$ cat src/rtl/step_tick_gen.sv
// step_tick_gen: turns two raw, bouncing push buttons into a clean step pulse.
// btn_step issues a single tick while idle; btn_run toggles free-running mode,
// in which a tick is produced every `period` clk cycles.
module step_tick_gen #(
  parameter int DEBOUNCE_CYCLES = 1000000,
  parameter int PERIOD_W        = 32
) (
  input  logic                clk,
  input  logic                rst_n,
  input  logic                btn_step,
  input  logic                btn_run,
  input  logic [PERIOD_W-1:0] period,
  output logic                tick,
  output logic                running
);

  // Debounce counter only needs to reach DEBOUNCE_CYCLES-1; keep at least one bit.
  localparam int DB_W = (DEBOUNCE_CYCLES > 1) ? $clog2(DEBOUNCE_CYCLES) : 1;
  localparam logic [DB_W-1:0] DB_LAST = DB_W'(DEBOUNCE_CYCLES - 1);

  typedef enum logic {
    IDLE,
    RUN
  } state_t;

  state_t state_q;
  state_t state_d;

  logic step_sync1;
  logic step_sync2;
  logic run_sync1;
  logic run_sync2;

  logic            step_stable;
  logic            step_stable_q;
  logic [DB_W-1:0] step_cnt;
  logic            run_stable;
  logic            run_stable_q;
  logic [DB_W-1:0] run_cnt;

  logic step_evt;
  logic run_evt;

  logic [PERIOD_W-1:0] period_cnt;
  logic [PERIOD_W-1:0] period_cnt_d;
  logic [PERIOD_W-1:0] period_m1;
  logic                period_zero;
  logic                period_hit;
  logic                tick_d;

  // Two-flop synchronizers bring both raw buttons into the clk domain.
  always_ff @(posedge clk or negedge rst_n) begin
    if (!rst_n) begin
      step_sync1 <= 1'b0;
      step_sync2 <= 1'b0;
      run_sync1  <= 1'b0;
      run_sync2  <= 1'b0;
    end else begin
      step_sync1 <= btn_step;
      step_sync2 <= step_sync1;
      run_sync1  <= btn_run;
      run_sync2  <= run_sync1;
    end
  end

  // Step debouncer: a level is accepted only after it differs from the stable
  // value for DEBOUNCE_CYCLES consecutive cycles; any bounce back restarts it.
  always_ff @(posedge clk or negedge rst_n) begin
    if (!rst_n) begin
      step_stable <= 1'b0;
      step_cnt    <= '0;
    end else if (step_sync2 == step_stable) begin
      step_cnt <= '0;
    end else if (step_cnt == DB_LAST) begin
      step_stable <= step_sync2;
      step_cnt    <= '0;
    end else begin
      step_cnt <= step_cnt + DB_W'(1);
    end
  end

  // Run debouncer: identical behaviour, fully independent of the step button.
  always_ff @(posedge clk or negedge rst_n) begin
    if (!rst_n) begin
      run_stable <= 1'b0;
      run_cnt    <= '0;
    end else if (run_sync2 == run_stable) begin
      run_cnt <= '0;
    end else if (run_cnt == DB_LAST) begin
      run_stable <= run_sync2;
      run_cnt    <= '0;
    end else begin
      run_cnt <= run_cnt + DB_W'(1);
    end
  end

  // Delayed copies of the stable levels, used to detect debounced press edges.
  always_ff @(posedge clk or negedge rst_n) begin
    if (!rst_n) begin
      step_stable_q <= 1'b0;
      run_stable_q  <= 1'b0;
    end else begin
      step_stable_q <= step_stable;
      run_stable_q  <= run_stable;
    end
  end

  // Only presses (0->1) generate events; releases are silent.
  assign step_evt = step_stable & ~step_stable_q;
  assign run_evt  = run_stable & ~run_stable_q;

  // Period comparison is unsigned; period==0 disables ticking entirely, and
  // the >= form lets a shrinking period wrap immediately.
  assign period_m1   = period - PERIOD_W'(1);
  assign period_zero = (period == '0);
  assign period_hit  = !period_zero && (period_cnt >= period_m1);

  // FSM state register.
  always_ff @(posedge clk or negedge rst_n) begin
    if (!rst_n) begin
      state_q <= IDLE;
    end else begin
      state_q <= state_d;
    end
  end

  // FSM next state: a debounced run press toggles between IDLE and RUN.
  always_comb begin
    state_d = state_q;
    if (run_evt) begin
      case (state_q)
        IDLE:    state_d = RUN;
        RUN:     state_d = IDLE;
        default: state_d = IDLE;
      endcase
    end
  end

  // FSM outputs: next tick and next period count; a tick is suppressed on the
  // cycle RUN is left so it never overlaps running falling.
  always_comb begin
    running      = (state_q == RUN);
    tick_d       = 1'b0;
    period_cnt_d = '0;
    case (state_q)
      IDLE: begin
        tick_d = step_evt;
      end
      RUN: begin
        if (state_d == RUN && !period_zero) begin
          if (period_hit) begin
            tick_d = 1'b1;
          end else begin
            period_cnt_d = period_cnt + PERIOD_W'(1);
          end
        end
      end
      default: begin
        tick_d = 1'b0;
      end
    endcase
  end

  // Registered tick and period counter so tick has no combinational input path.
  always_ff @(posedge clk or negedge rst_n) begin
    if (!rst_n) begin
      tick       <= 1'b0;
      period_cnt <= '0;
    end else begin
      tick       <= tick_d;
      period_cnt <= period_cnt_d;
    end
  end

endmodule

$ cat config.mk
export PLATFORM = sky130hd
export DESIGN_NAME = step_tick_gen
export DESIGN_NICKNAME = d
export VERILOG_FILES = /design/src/rtl/step_tick_gen.sv
export SDC_FILE = /design/constraint.sdc
export NUM_CORES = 1
export LEC_CHECK = 0
export CAP_MARGIN = 10
export CORE_ASPECT_RATIO = 0.6
export CORE_MARGIN = 8
export CORE_UTILIZATION = 54
export DETAILED_ROUTE_END_ITERATION = 6
export PLACE_DENSITY = 0.79
export SYNTH_ARGS = -nofsm -noshare
export SYNTH_HDL_FRONTEND = slang
export SYNTH_SLANG_ARGS = --single-unit
$ cat constraint.sdc
create_clock -name clk -period 2.06 [get_ports clk]
set_clock_uncertainty 0.05 [all_clocks]
set_input_delay 0.412 -clock clk [delete_from_list [all_inputs] [get_ports clk]]
set_output_delay 0.412 -clock clk [all_outputs]
set_load 0.02 [all_outputs]
==> results of run 1 <==
==> per-stage QoR <==
stage / setup WS [ns] / area [sq um] / total power [mW] / setup TNS [ns]
global route: -1.370 / 7082 / 3.713 / -44.40
global placement: -1.810 / 6316 / 1.981 / -59.43
detailed placement: -1.897 / 6316 / 1.994 / -61.94
finish: -1.240 / 7082 / 3.574 / -40.13
CTS: -1.292 / 6940 / 3.593 / -42.26
floorplan: -1.223 / 5132 / 1.768 / -39.96
==> Yosys cell counts, drive strengths merged (3+ instances only) <==
master	n
and3	7
o21ai	9
clkbuf	3
xnor2	53
and4	5
nor4b	6
or3	5
xor2	44
dfrtp	82
or4	3
inv	17
nor4	14
nor2	110
buf	5
ha	36
nand4	16
a21oi	15
nand2	48
nor3	16
nand3	32
==> worst max-delay path, delay by kind of cell <==
kind                       cells  cell delay, ns
buffers and inverters          3            0.52
and+or+nand+nor                8            1.79
AOI/OAI and AO/OA              1            0.23
xor gates and xnor gates       1            0.22
adders and majority gates      1            0.31
==> layer usage <==
metal	wire length (um)	vias up	global-route usage
li1	-	2162	-
met1	6229	2115	0.2763
met2	5877	106	0.3296
met3	667	19	0.04545
met4	186	0	0.05778
met5	0	-	0
==> layout make-up <==
| type | count | share of cell area |
|---|---|---|
| clock buffer | 12 | 0.03622 |
| clock inverter | 4 | 0.007067 |
| inverter | 17 | 0.009011 |
| multi-input combinational | 438 | 0.4606 |
| sequential | 82 | 0.2898 |
| tap | 130 | 0.02297 |
| timing repair buffer | 145 | 0.1744 |
==> kinds of logic (layout without fill, tap and decap cells) <==
| family | after synthesis | count (layout) | share of synthesized area |
|---|---|---|---|
| muxes | 1 | 1 | 0.002201 |
| DFF | 82 | 82 | 0.4012 |
| adders and majority gates | 36 | 36 | 0.08806 |
| buffers and inverters | 25 | 178 | 0.02324 |
| and+or+nand+nor | 272 | 272 | 0.2818 |
| AOI/OAI and AO/OA | 32 | 32 | 0.03743 |
| xor gates and xnor gates | 97 | 97 | 0.1661 |
==> power groups by stage <==
stage | logic (mW) | clock network, mW | registers [mW]
final | 0.344 | 1.59 | 1.64
after global routing | 0.379 | 1.70 | 1.64
after CTS | 0.334 | 1.62 | 1.64
after detailed placement | 0.329 | 0 | 1.66
after global placement | 0.317 | 0 | 1.66
after floorplan | 0.105 | 0 | 1.66
==> how the worst max path moves through the flow <==
stage,end,slack [ns]
2_1_floorplan,period_cnt[23]$_DFF_PN0_,-1.22
3_3_place_gp,period_cnt[26]$_DFF_PN0_,-1.81
3_5_place_dp,period_cnt[20]$_DFF_PN0_,-1.90
4_1_cts,period_cnt[31]$_DFF_PN0_,-1.29
5_1_grt,period_cnt[19]$_DFF_PN0_,-1.37
6_report,period_cnt[31]$_DFF_PN0_,-1.24
==> registers in the layout, indices dropped and copies added, names as in the netlist <==
signal,count
step_sync2,1
step_stable_q,1
tick,1
step_stable,1
run_sync1,1
run_sync2,1
running,1
run_cnt,20
run_stable,1
step_sync1,1
period_cnt,32
step_cnt,20
run_stable_q,1
==> what timing repair did <==
item                                    in CTS  in global routing
gates resized for setup                     95                 40
endpoints found under the hold margin       35                  0
hold buffers                                 1                  0
endpoints found under the setup margin      33                 37
setup buffers                                8                  6
pin swaps                                   48                 35
cloned                                       3                  0
==> results_dict.tcl, run 1 <==
set metrics [dict create \
    worst-endpoint-arrival_ns 3.47 \
    hpwl_after_detailed_placement_mm 8.979 \
    reg2regPathDepth 8 \
    power_report.internal_total_mw 2.799 \
    post_drt_via_cell_ratio 5.316 \
    global_route_wire_length_before_repair_mm 21.88 \
    synth.top_cells.by_area "dfrtp_1, xnor2_1, ha_1, nor2_1, xor2_1" \
    path_cells "clkdlybuf4s15_1, or4_4, buf_6, nor4_4, nand3b_1, xor2_2, ha_1, nand4_1, nor4_2, nand2_1, a31o_4, nand3_4, buf_8, nor2_1" \
    max-vdd-ir-drop_uv 638.8 \
    row_count 27 \
    synthesis.yosys.warnings 0 \
    drv_cap 0 \
    core_region_area_sq_um 9189 \
    layout_min_cycle_time_ns 3.300 \
    clk-insertion-delay-late_ns 0.33 \
    drtIter0Drc 205 \
    setup.worst_path.end_class "flop" \
    run_status "finished with violations" \
    rrSetupSlack_ns -0.32 \
    post_layout_nonfiller_instances 828 \
    regToRegEndpoint "period_cnt[31]$_DFF_PN0_" \
    routed_wire_length_per_instance_um 15.65 \
    postRouteWirelength_mm 12.96 \
    synth-main-ff-cell "dfrtp_1" \
    route.antenna.remaining_nets 0 \
    finalHoldViolations 0 \
    layout.area.seq_sq_um 2052 \
    fmaxAchievable_mhz 303.1 \
    hold_path_depth 0 \
    synth_edf_count 0 \
    diodes 0 \
    required_ns 2.23 \
    timing.critical_path.slowest_stage_cell "or4_4" \
    hold-path-endpoint "step_sync2$_DFF_PN0_" \
    chipHeight_um 91.39 \
    pwr-share-seq 0.458 \
    timing_worst_setup_path_type "in2reg" \
    io_buffer_count 37 \
    cts_buffers 9 \
    die_area_sq_um 12940 \
    failed_checks "negative setup slack" \
    relSlewSlack 0.6383 \
    cts_tree "yes" \
    power_frac_clock 0.446 \
    h-tree-depth 3 \
    num-nets-final 765 \
    clockRootBuffer "clkbuf_16" \
    post-synth-top-area-fraction 0.4012 \
    synth_cell_types 50 \
    route.detailed.drc 0 \
    worst_hold_startpoint "step_sync1$_DFF_PN0_" \
    finalSetupViolCount 33 \
    postSynthAreaPerCell_sq_um 9.385 \
    drive_gt1_frac 0.3023 \
    multi_input_area_sq_um 3262 \
    crit_path_start_kind "input pin" \
    timing_max_transition_violations_final 0 \
    syn-instance-count 545 \
    die_w_um 141.6 \
    synthesis.area_sq_um 5115 \
    path_clk_slew_ns 0.06 \
    tightestPinTransition_ns 0.5369 \
    clock_sinks 82 \
    synthArstFlopShare 1.000 \
    final_common_cell "buf_4" \
    critical_path.reg2reg.startpoint "period_cnt[13]$_DFF_PN0_" \
    yosys.area.top_type "dfrtp_1" \
    leakage_nw 3.018 \
    synth.net_count 617 \
    cts_buffer_depth 2 \
    seq_area_frac_synth 0.4012 \
    final_core_density 0.7707 \
    grtUsageTotal 0.2063 \
    synth_seq_cells 82 \
    worstHoldPathType "reg2reg" \
    slowest_delay_ns 0.55 \
    placedCellCount 795 \
    top_level_port_count 38 \
    antenna_violations_before_repair 0 \
    globalRouteOverflowTotal 0 \
    dr.pass1.iters 5 \
    final_cell_mix "buf_4, dfrtp_1, nor2_1" \
    worstPathMaxFanout 8 \
    power_frac_comb 0.096 \
    p_switching_mw 0.7753 \
    grt_setup_unrepaired "yes" \
    final.setup.worst_slack_ns -1.240 \
    worst_hold_margin_ns 0.2998 \
    critical_path.startpoint "period[15]" \
    p_per_area_nw_per_um2 504.7 \
    start_util 0.5566 \
    layout.filler_cells 613 \
    grt_max_degree 38 \
    count_of_vias_placed_by_the_detailed_router 4402 \
    finalWeightedCongestion 0.8655 \
    power.switching_fraction 0.2169 \
    syn2layout_area_growth_pct 38.45 \
    period_share 1.602 \
    grt_pass1_vias 4514 \
]
Power figures use the tool's default switching activity.
==> run 2: changes to the inputs <==
Settings changed: CORE_MARGIN 8 to 2.
==> run 2 against run 1 <==
Largest power group is now the clock network. Final area up 0.74%. Clock-buffer cell count down 3. Critical endpoint is now period_cnt[18]$_DFF_PN0_. Sequential share of layout area down 0.21 points. Highest routed layer unchanged. Largest cell class unchanged. Critical path depth up 3. First-iteration DRC count down 13%. The flow still finishes with violations (negative setup slack). Core utilization up 0.57 points. Sequential cell count unchanged.
==> results_dict.tcl, run 2 (synthesis gave the netlist of run 1 again) <==
set metrics [dict create \
    period_share 1.624 \
    io_buffer_count 37 \
    syn2layout_area_growth_pct 39.48 \
    p_switching_mw 0.8240 \
    grt_pass1_vias 4518 \
    placedCellCount 796 \
    row_count 27 \
    drv_cap 0 \
    clockRootBuffer "clkbuf_16" \
    cts_buffers 9 \
    h-tree-depth 3 \
    leakage_nw 3.053 \
    clock_sinks 82 \
    finalWeightedCongestion 0.8540 \
    post_drt_via_cell_ratio 5.374 \
    post_layout_nonfiller_instances 831 \
    timing_worst_setup_path_type "in2reg" \
    worst_slack_at_placement_ns -1.904 \
    globalRouteOverflowTotal 0 \
    diodes 0 \
    drtIter0Drc 178 \
    reg2regPathDepth 11 \
    finalHoldViolations 0 \
    grt_setup_unrepaired "yes" \
    relSlewSlack 0.5703 \
    largest_register "period_cnt" \
    hold_path_depth 0 \
    drive_gt1_frac 0.3039 \
    final_core_density 0.7764 \
    worstHoldPathType "reg2reg" \
    path_clk_slew_ns 0.06 \
    max-vdd-ir-drop_uv 698.6 \
    layout.filler_cells 625 \
    run_status "finished with violations" \
    timing_max_transition_violations_final 0 \
    global_route_wire_length_before_repair_mm 21.81 \
    final.setup.worst_slack_ns -1.285 \
    layout_min_cycle_time_ns 3.345 \
    grtUsageTotal 0.2726 \
    dr.pass1.iters 4 \
    p_per_area_nw_per_um2 515.8 \
    clk-insertion-delay-late_ns 0.34 \
    start_util 0.5566 \
    die_w_um 129.6 \
    power_mw 3.680 \
    top_regs "period_cnt x32, run_cnt x20, step_cnt x20" \
    cts_tree "yes" \
    final_common_cell "buf_4" \
    count_of_vias_placed_by_the_detailed_router 4466 \
    final_cell_mix "buf_4, dfrtp_1, nor2_1" \
    num-nets-final 769 \
    failed_checks "negative setup slack" \
    crit_path_start_kind "input pin" \
    antenna_violations_before_repair 0 \
    route.detailed.drc 0 \
    fmaxAchievable_mhz 299.0 \
    final.setup.tns_ns -40.67 \
    route.antenna.remaining_nets 0 \
    setup.worst_path.end_class "flop" \
    cts_buffer_depth 2 \
    tightestPinTransition_ns 0.6379 \
    routed_wire_length_per_instance_um 16.62 \
    finalSetupViolCount 33 \
    top_level_port_count 38 \
    largest_register_ff_count 32 \
    grt_max_degree 39 \
    worst-endpoint-arrival_ns 3.51 \
    hpwl_after_detailed_placement_mm 9.038 \
    worstPathMaxFanout 8 \
    required_ns 2.22 \
    die_area_sq_um 10290 \
    power.switching_fraction 0.2239 \
    power_frac_comb 0.095 \
    power_frac_clock 0.460 \
    postRouteWirelength_mm 13.81 \
    chipHeight_um 79.39 \
    pwr-share-seq 0.445 \
    core_region_area_sq_um 9189 \
    power_report.internal_total_mw 2.856 \
]
[run 2: changes by cell type in the layout (fill, tap and decap cells not counted), moves of 3 or more]
cell           before  now
nor2_1             80   76
nand2_2             4    1
clkbuf_2            6    3
nor2_2             12   15
dlygate4sd2_1       3    7
buf_4             100  104
[run 2: worst max-delay path, cell delays in order]
cell and delay [ns]:
buf_6 0.09, or3_4 0.40, nor4b_4 0.33, buf_4 0.19, nand3_4 0.07, nor2_4 0.15, nand2_1 0.08, xor2_1 0.17
ha_1 0.32, nand4_1 0.15, nor4_2 0.35, nand2_1 0.12, a31o_4 0.24, nand3_4 0.09, buf_6 0.14, buf_12 0.14
nor2_2 0.05
[run 2: through the flow]
step | hold slack [ns] | area, sq um
floorplan | 0.06641 | 5132
global placement | 0.2899 | 6336
detailed placement | 0.2894 | 6336
CTS | 0.2979 | 7008
global route | 0.3077 | 7134
finish | 0.2918 | 7134
[run 2: path summary, 6_finish.rpt]
| kind | startpoint | endpoint | slack, ns |
|---|---|---|---|
| min in group asynchronous | rst_n | step_cnt[13]$_DFF_PN0_ | 0.52 |
| min | run_sync1$_DFF_PN0_ | run_sync2$_DFF_PN0_ | 0.29 |
| min reg2reg | run_sync1$_DFF_PN0_ | run_sync2$_DFF_PN0_ | 0.29 |
| max reg2reg | period_cnt[0]$_DFF_PN0_ | period_cnt[18]$_DFF_PN0_ | -0.43 |
| max in group asynchronous | rst_n | period_cnt[23]$_DFF_PN0_ | 0.86 |
| max | period[0] | period_cnt[18]$_DFF_PN0_ | -1.28 |
[run 2: routing by layer]
layer / routed length, um / GRT usage / vias to the layer above / part of all wire
met4: 357 / 0.07742 / 0 / 0.026
li1: - / - / 2168 / -
met3: 668 / 0.04692 / 35 / 0.048
met2: 6403 / 0.4471 / 126 / 0.46
met1: 6378 / 0.3751 / 2137 / 0.46
met5: 0 / 0 / - / 0
[run 2: final cells by class]
type | count | area (sq um) | area share
clock buffers | 9 | 225.2 | 0.03157
multi-input cells | 438 | 3286 | 0.4605
well taps | 130 | 162.7 | 0.02280
flip-flops and latches | 82 | 2052 | 0.2876
clock inverters | 6 | 92.59 | 0.01298
inverters | 17 | 63.81 | 0.008944
repair buffers | 149 | 1252 | 0.1756
[run 2: power groups by stage]
stage               logic, mW  clock network, mW  registers [mW]
floorplan               0.105                  0            1.66
global placement        0.320                  0            1.66
detailed placement      0.333                  0            1.66
CTS                     0.339               1.71            1.63
global route            0.382               1.79            1.64
finish                  0.350               1.69            1.64
[run 2: what timing repair did]
action / CTS / global route
hold buffers: 1 / 0
endpoints found under the setup margin: 33 / 44
resized for setup: 92 / 40
pin swaps: 41 / 31
cloned: 3 / 0
endpoints found under the hold margin: 30 / 0
buffers inserted: 14 / 5
